File: config.mk
export PLATFORM = sky130hd
export DESIGN_NAME = multi_operand_alu
export DESIGN_NICKNAME = d
export VERILOG_FILES = /design/src/rtl/multi_operand_alu.sv
export SDC_FILE = /design/constraint.sdc
export NUM_CORES = 1
export LEC_CHECK = 0
export CORE_UTILIZATION = 40
export DETAILED_ROUTE_END_ITERATION = 12
export HOLD_SLACK_MARGIN = 0.12
export PLACE_DENSITY_LB_ADDON = 0.08
export REMOVE_ABC_BUFFERS = 1
export SLEW_MARGIN = 20
export SYNTH_ARGS = -nofsm -noshare
export SYNTH_HDL_FRONTEND = slang
export SYNTH_SLANG_ARGS = --single-unit
File: constraint.sdc
create_clock -name clk -period 2 [get_ports clk]
set_input_delay 0.2 -clock clk [delete_from_list [all_inputs] [get_ports clk]]
set_output_delay 0.2 -clock clk [all_outputs]
set_load 0.01 [all_outputs]
File: src/rtl/multi_operand_alu.sv
// Multi-operand ALU: an opcode plus NUM_OPERANDS operands on a shared bus, folded left-to-right.
// Define MULTI_OPERAND_ALU_SAT_EN to clamp ADD/SUB steps instead of wrapping.
module multi_operand_alu #(
  parameter  int DATA_WIDTH   = 8,
  parameter  int NUM_OPERANDS = 3,
  localparam int CNT_WIDTH    = $clog2(NUM_OPERANDS) + 1
) (
  input  logic                  clk,
  input  logic                  reset,
  input  logic                  opcode_valid,
  input  logic [2:0]            opcode,
  input  logic [DATA_WIDTH-1:0] data,
  output logic                  busy,
  output logic                  done,
  output logic [DATA_WIDTH-1:0] result,
  output logic                  overflow,
  output logic                  error
);

  typedef enum logic [1:0] {IDLE, LOAD, DONE} state_t;

  localparam logic [2:0] OP_ADD = 3'b000;
  localparam logic [2:0] OP_SUB = 3'b001;
  localparam logic [2:0] OP_AND = 3'b010;
  localparam logic [2:0] OP_OR  = 3'b011;
  localparam logic [2:0] OP_XOR = 3'b100;
  localparam logic [CNT_WIDTH-1:0] LAST_CNT = CNT_WIDTH'(NUM_OPERANDS - 1);

  state_t                state_q, state_d;
  logic [2:0]            op_q, op_d;
  logic [DATA_WIDTH-1:0] acc_q, acc_d;
  logic                  ovf_q, ovf_d;
  logic [CNT_WIDTH-1:0]  cnt_q, cnt_d;
  logic                  busy_q, busy_d;
  logic                  done_q, done_d;
  logic [DATA_WIDTH-1:0] result_q, result_d;
  logic                  overflow_q, overflow_d;
  logic                  error_q, error_d;

  logic [DATA_WIDTH:0]   add_w;
  logic [DATA_WIDTH-1:0] step_acc;
  logic                  step_flag;

  // One fold step of the latched operation against the operand on the bus.
  always_comb begin
    add_w     = {1'b0, acc_q} + {1'b0, data};
    step_acc  = acc_q;
    step_flag = 1'b0;
    case (op_q)
      OP_ADD: begin
        step_acc  = add_w[DATA_WIDTH-1:0];
        step_flag = add_w[DATA_WIDTH];
`ifdef MULTI_OPERAND_ALU_SAT_EN
        if (step_flag) step_acc = '1;
`endif
      end
      OP_SUB: begin
        step_acc  = acc_q - data;
        step_flag = (data > acc_q);
`ifdef MULTI_OPERAND_ALU_SAT_EN
        if (step_flag) step_acc = '0;
`endif
      end
      OP_AND:  step_acc = acc_q & data;
      OP_OR:   step_acc = acc_q | data;
      OP_XOR:  step_acc = acc_q ^ data;
      default: step_acc = acc_q;
    endcase
  end

  always_comb begin
    state_d    = state_q;
    op_d       = op_q;
    acc_d      = acc_q;
    ovf_d      = ovf_q;
    cnt_d      = cnt_q;
    busy_d     = busy_q;
    done_d     = 1'b0;
    result_d   = result_q;
    overflow_d = overflow_q;
    error_d    = error_q;
    case (state_q)
      LOAD: begin
        acc_d = step_acc;
        ovf_d = ovf_q | step_flag;
        cnt_d = cnt_q + CNT_WIDTH'(1);
        if (cnt_q == LAST_CNT) begin
          state_d    = DONE;
          busy_d     = 1'b0;
          done_d     = 1'b1;
          result_d   = step_acc;
          overflow_d = ovf_q | step_flag;
          error_d    = 1'b0;
        end
      end
      default: begin
        // IDLE and DONE both accept a new op, which gives back-to-back issue.
        state_d = IDLE;
        busy_d  = 1'b0;
        if (opcode_valid) begin
          if (opcode <= OP_XOR) begin
            state_d = LOAD;
            busy_d  = 1'b1;
            op_d    = opcode;
            acc_d   = data;
            ovf_d   = 1'b0;
            cnt_d   = CNT_WIDTH'(1);
          end else begin
            state_d    = DONE;
            done_d     = 1'b1;
            result_d   = '0;
            overflow_d = 1'b0;
            error_d    = 1'b1;
          end
        end
      end
    endcase
  end

  always_ff @(posedge clk) begin
    if (reset) begin
      state_q    <= IDLE;
      op_q       <= OP_ADD;
      acc_q      <= '0;
      ovf_q      <= 1'b0;
      cnt_q      <= '0;
      busy_q     <= 1'b0;
      done_q     <= 1'b0;
      result_q   <= '0;
      overflow_q <= 1'b0;
      error_q    <= 1'b0;
    end else begin
      state_q    <= state_d;
      op_q       <= op_d;
      acc_q      <= acc_d;
      ovf_q      <= ovf_d;
      cnt_q      <= cnt_d;
      busy_q     <= busy_d;
      done_q     <= done_d;
      result_q   <= result_d;
      overflow_q <= overflow_d;
      error_q    <= error_d;
    end
  end

  assign busy     = busy_q;
  assign done     = done_q;
  assign result   = result_q;
  assign overflow = overflow_q;
  assign error    = error_q;

endmodule
Word level (Yosys, flattened, before mapping). Cells that the tools add are included.

Input port bits: 14. Bits in registers: 29.

Equal/unequal tests: 8. Bitwise logic cells: 5. Reduce and logical (&&, ||, !) cells: 6. Add/subtract/negate cells: 3. Order comparisons: 2. Mux-type cells: 34.

Operators with widths (count): $mux 8 (7); $pmux 8 s5 (1); $mux 1 (18); $add 8x8->9 (1); $eq 3x2->1 const B (3); $mux 3 (3); $and 8x8->8 (1); $gt 8x8->1 (1); $mux 2 (4); $or 8x8->8 (1); $sub 8x8->8 (1); $xor 8x8->8 (1); $reduce_and 3->1 (2); $reduce_bool 2->1 (2); $add 3x1->3 const B (1); $eq 3x1->1 const B (1); $eq 3x3->1 const B (1); $le 3x3->1 const B (1); $logic_not 3->1 (1); $eq 2x1->1 const B (1); $ne 2x1->1 const B (1); $ne 2x2->1 const B (1); $pmux 1 s2 (1); $reduce_and 2->1 (1); other kinds (2) (2).

Logic depth before layout (Yosys ltp).
Depth in word-level cells: 5. Depth in mapped cells: 9. Mapped depth without buffers: 9.

Worst setup path after synthesis. Ideal clock, no wire load.

Kind: register -> register. From: reg acc_q[0]. To: reg ovf_q. Path slack: -0.156 ns. Clock period less this slack: 2.156 ns. Cell stages (with the launch flop): 10. Buffers on the path: 0. Data required time: 1.867 ns. Arrival time: 2.022 ns. Cell sequence: dfxtp_1 -> inv_1 -> ha_1 -> fa_1 -> o21ba_2 -> nor4_1 -> o31ai_1 -> a21o_1 -> a211oi_2 -> o32ai_1.

Cells in the longest elaborated chain, start to end: 4.

RTL lines: start: declaration (RTL line 31) `logic [DATA_WIDTH-1:0] acc_q, acc_d;`; start signal: assignment (RTL line 124) `acc_q <= '0;`; start signal: assignment (RTL line 135) `acc_q <= acc_d;`; $add 8x8->9 / $gt 8x8->1 (equally long branches) (RTL line 46, 59); $pmux 1 s2 (*) (RTL line 49) `case (op_q)`; $or 1x1->1 (*) (RTL line 85) `ovf_d = ovf_q | step_flag;`; $mux 1 (*) (RTL line 82) `case (state_q)`; end signal: assignment (RTL line 136) `ovf_q <= ovf_d;`; end: declaration (RTL line 32) `logic ovf_q, ovf_d;`.

Mark *: on every way between the ends. The rest lies on a longest branch, timed or not. A chain may end at the register's enable or synchronous reset.

Worst setup path in the final report.
From: reg acc_q[0]. To: reg result_q[6] (netlist: result[6]).

Cells in the longest elaborated chain, start to end: 4.

RTL lines: $sub 8x8->8 / $add 8x8->9 (equally long branches) (RTL line 58, 46); $pmux 8 s5 (*) (RTL line 49); $mux 8 (*) (RTL line 87) `if (cnt_q == LAST_CNT) begin`; $mux 8 (*) (RTL line 82); end signal: assignment (RTL line 140) `result_q <= result_d;`; end: declaration (RTL line 36) `logic [DATA_WIDTH-1:0] result_q, result_d;`.

Mark *: on every way between the ends. The rest lies on a longest branch, timed or not. The select of a mux whose other input is x is not followed.

==> out/qor.yml <==
grt:
  grt_pass1_vias: 2409
  grt_overflow: 0
  grt_pass1_wl_mm: 11.5
  grt_usage_pct: 23.1
  grt_start_max_net_pins: 29
  antenna_found_initial: 0
synthesis:
  ys_async_sr_fraction_pct: 0
  yosysSeqAreaShare_pct: 23.2
  synth_edf_count: 0
  yosys_warnings: 0
  yosys_most_used_dff: "dfxtp_1"
  synth-seq-cells: 28
  synth_area_um2: 2420
  syn_avg_cell_area_um2: 7.86
  synth_cell_types: 58
  netlist_instances: 308
clock_network:
  cts_hold_buf: 0
  clk_pin_slew_ns: 0.11
  root_buffer: "clkbuf_8"
  cts.sink_count: 28
  cts_buffer_depth: 2
  cts_tree: "yes"
  clock_latency_ns: 0.29
  cts_max_level: 1
  cts_made_buffers: 3
route:
  wl_per_cell_um: 15.2
  wl_mm: 6.95
  first_pass_iters: 4
  drtIter0Drc: 133
  route.detailed.drc: 0
  num_vias: 2524
  ant_nets: 0
  via_per_inst: 5.51
power:
  p_leak_uw: 0.00152
  ir_worst_vdd_mv: 0.286
  power_density_nw_per_um2: 600
  power.total_uw: 2110
floorplanning:
  die-area_um2: 6370
  fp.dieH_um: 79.8
  core-area_um2: 5680
  initial_core_util_pct: 42.7
  num_rows: 27
  die_w_um: 79.8
  io-pin-count: 26
sta:
  min_period_ns: 2.11
  fin_worst_skew_ns: 0.00239
  setup_viol: 8
  final_max_slew_viol_count: 0
  final_hold_viol_count: 0
  fmax_ghz: 0.473
  rsz0062_at_grt: "yes"
  max-slew-margin-rel_pct: 68.3
  tightest_slew_ns: 0.475
  period_share_pct: 106
  timing.final.ws_setup_ns: -0.115
worst_setup_path:
  cp-end-kind: "register"
  crit_arrival_ns: 2.31
  critPathKind: "reg2reg"
  path_cells: "inv_2 > ha_4 > fa_2 > o21ba_4 > nor4_2 > buf_4 > nor3_1 > xnor2_1 > a21oi_2 > o41ai_2"
  critPathMaxStageDelay_ns: 0.36
  start_kind: "register"
  cp_slowest_cell: "dfxtp_2"
  worstPathMaxFanout: 2
  cp.required_ns: 2.20
placement:
  port_buffers: 25
  place.gp.congestion: 0.842
  dp_hpwl_mm: 5.21
layout:
  antenna_cells: 0
  drive_gt1_share_pct: 33.7
  nNetsFinal: 429
  syn2layout_area_growth_pct: 45.0
  final_core_util_pct: 61.9
status:
  status: "finished with violations"
  violations: "negative setup slack"
run:
  cap_violations: 0
min_path:
  hold_path_class: "in2reg"
layout by cell type (no fill, tap or decap), types with 4 or more instances in the layout:
cell type and n:
dfxtp_1 24, a21oi_2 7, clkdlybuf4s50_1 22, mux2i_1 8, o22a_1 4, ha_1 18, dfxtp_2 4, nor3_1 7
o21ai_2 4, buf_4 65, nand3_1 6, a211oi_1 8, nor2_1 31, o22ai_1 5, a21oi_1 20, a21o_1 4
inv_1 17, ha_4 7, o21ai_0 16, inv_2 4, a31oi_1 4, nand2b_1 4, nand2_1 18
critical path: cells and delay by family, from the launching register on:
kind,cells,cell delay [ns]
xor gates and xnor gates,1,0.17
and+or+nand+nor,2,0.19
buffers and inverters,2,0.21
adders and majority gates,2,0.51
AOI/OAI and AO/OA,3,0.57
DFF,1,0.36
where the power goes:
group          leakage [uW]  switching (uW)  total [uW]  internal, uW
combinational       0.00126             506        1010           503
clock             0.0000357             201         470           269
sequential         0.000230            34.2         629           595
total               0.00152             742        2110          1370
state kept, by name, indices dropped and copies added, names as in the netlist:
signal    count
ovf_q         1
state_q       1
done          1
cnt_q         3
op_q          3
overflow      1
error         1
busy          1
acc_q         8
result        8
stage by stage:
stage | setup WS, ns | std cells | area, um^2 | TNS (ns) | hold WS (ns)
after floorplan | -0.158 | 289 | 2330 | -0.569 | 0.268
after CTS | -0.114 | 457 | 3380 | -0.525 | 0.465
final | -0.115 | 458 | 3510 | -0.508 | 0.458
after detailed placement | -0.609 | 450 | 3160 | -7.92 | 0.446
after global routing | -0.182 | 458 | 3510 | -1.46 | 0.481
after global placement | -0.599 | 450 | 3160 | -7.76 | 0.444
cell families (layout without fill, tap and decap cells):
family	count (synthesis)	after routing	synth area share (%)
flip-flops	28	28	23.2
adder cells (fa/ha/maj)	28	28	15.1
AO/OA/AOI/OAI	107	107	31.4
multiplexers	8	8	3.31
XOR/XNOR	4	4	1.45
AND/OR/NAND/NOR	91	91	18.1
buffers and inverters	42	120	7.49
worst paths after layout:
kind | from | to | slack (ns) | depth (start not counted)
worst max-delay path | acc_q[0] | result[6] | -0.11 | 10
worst min-delay path | data[2] | acc_q[2] | 0.46 | 4
worst max register to register | acc_q[0] | result[6] | -0.11 | 10
worst min register to register | result[3] | result[3] | 0.46 | 2
area by class of cell:
cell class	instances	area, um^2
inverter	23	88.8
fill	532	2160
tap	72	90.1
clock inverter	1	30.0
multi-input combinational	238	1910
sequential	28	566
clock buffer	3	41.3
timing repair buffer	93	782
layer usage:
| layer | part of all wire (%) | vias to the layer above | global-route usage [%] |
|---|---|---|---|
| met1 | 51 | 1192 | 32.9 |
| li1 | - | 1267 | - |
| met3 | 3.9 | 11 | 2.29 |
| met5 | 0 | - | 0 |
| met2 | 43 | 54 | 35.8 |
| met4 | 2.0 | 0 | 8.57 |
what timing repair did:
item,CTS,global route
gates resized for setup,34,31
endpoints found under the setup margin,16,17
pin swaps,15,16
gates cloned,0,0
setup buffers,3,1
cell usage after synthesis (3+ instances only):
cell / n / area share [%]
nor4_1: 4 / 1.0
a31oi_1: 4 / 1.0
nand3_1: 6 / 1.2
a211oi_1: 8 / 2.5
nor2_1: 33 / 5.1
dfxtp_1: 28 / 23
o21a_1: 3 / 0.93
and2_1: 4 / 1.0
o21ai_1: 3 / 0.62
o21ai_0: 19 / 3.9
inv_1: 22 / 3.4
nor3_1: 8 / 1.7
a21oi_1: 28 / 5.8
clkbuf_1: 7 / 1.1
buf_2: 10 / 2.1
mux2i_1: 8 / 3.3
ha_1: 26 / 13
o22ai_1: 7 / 1.8
o22a_1: 4 / 1.4
nor2b_1: 3 / 0.78
nand2_1: 18 / 2.8
nand2b_1: 5 / 1.3
a21o_1: 4 / 1.2
xnor2_1: 3 / 1.1
o31ai_1: 4 / 1.2
Power figures use the tool's default switching activity.
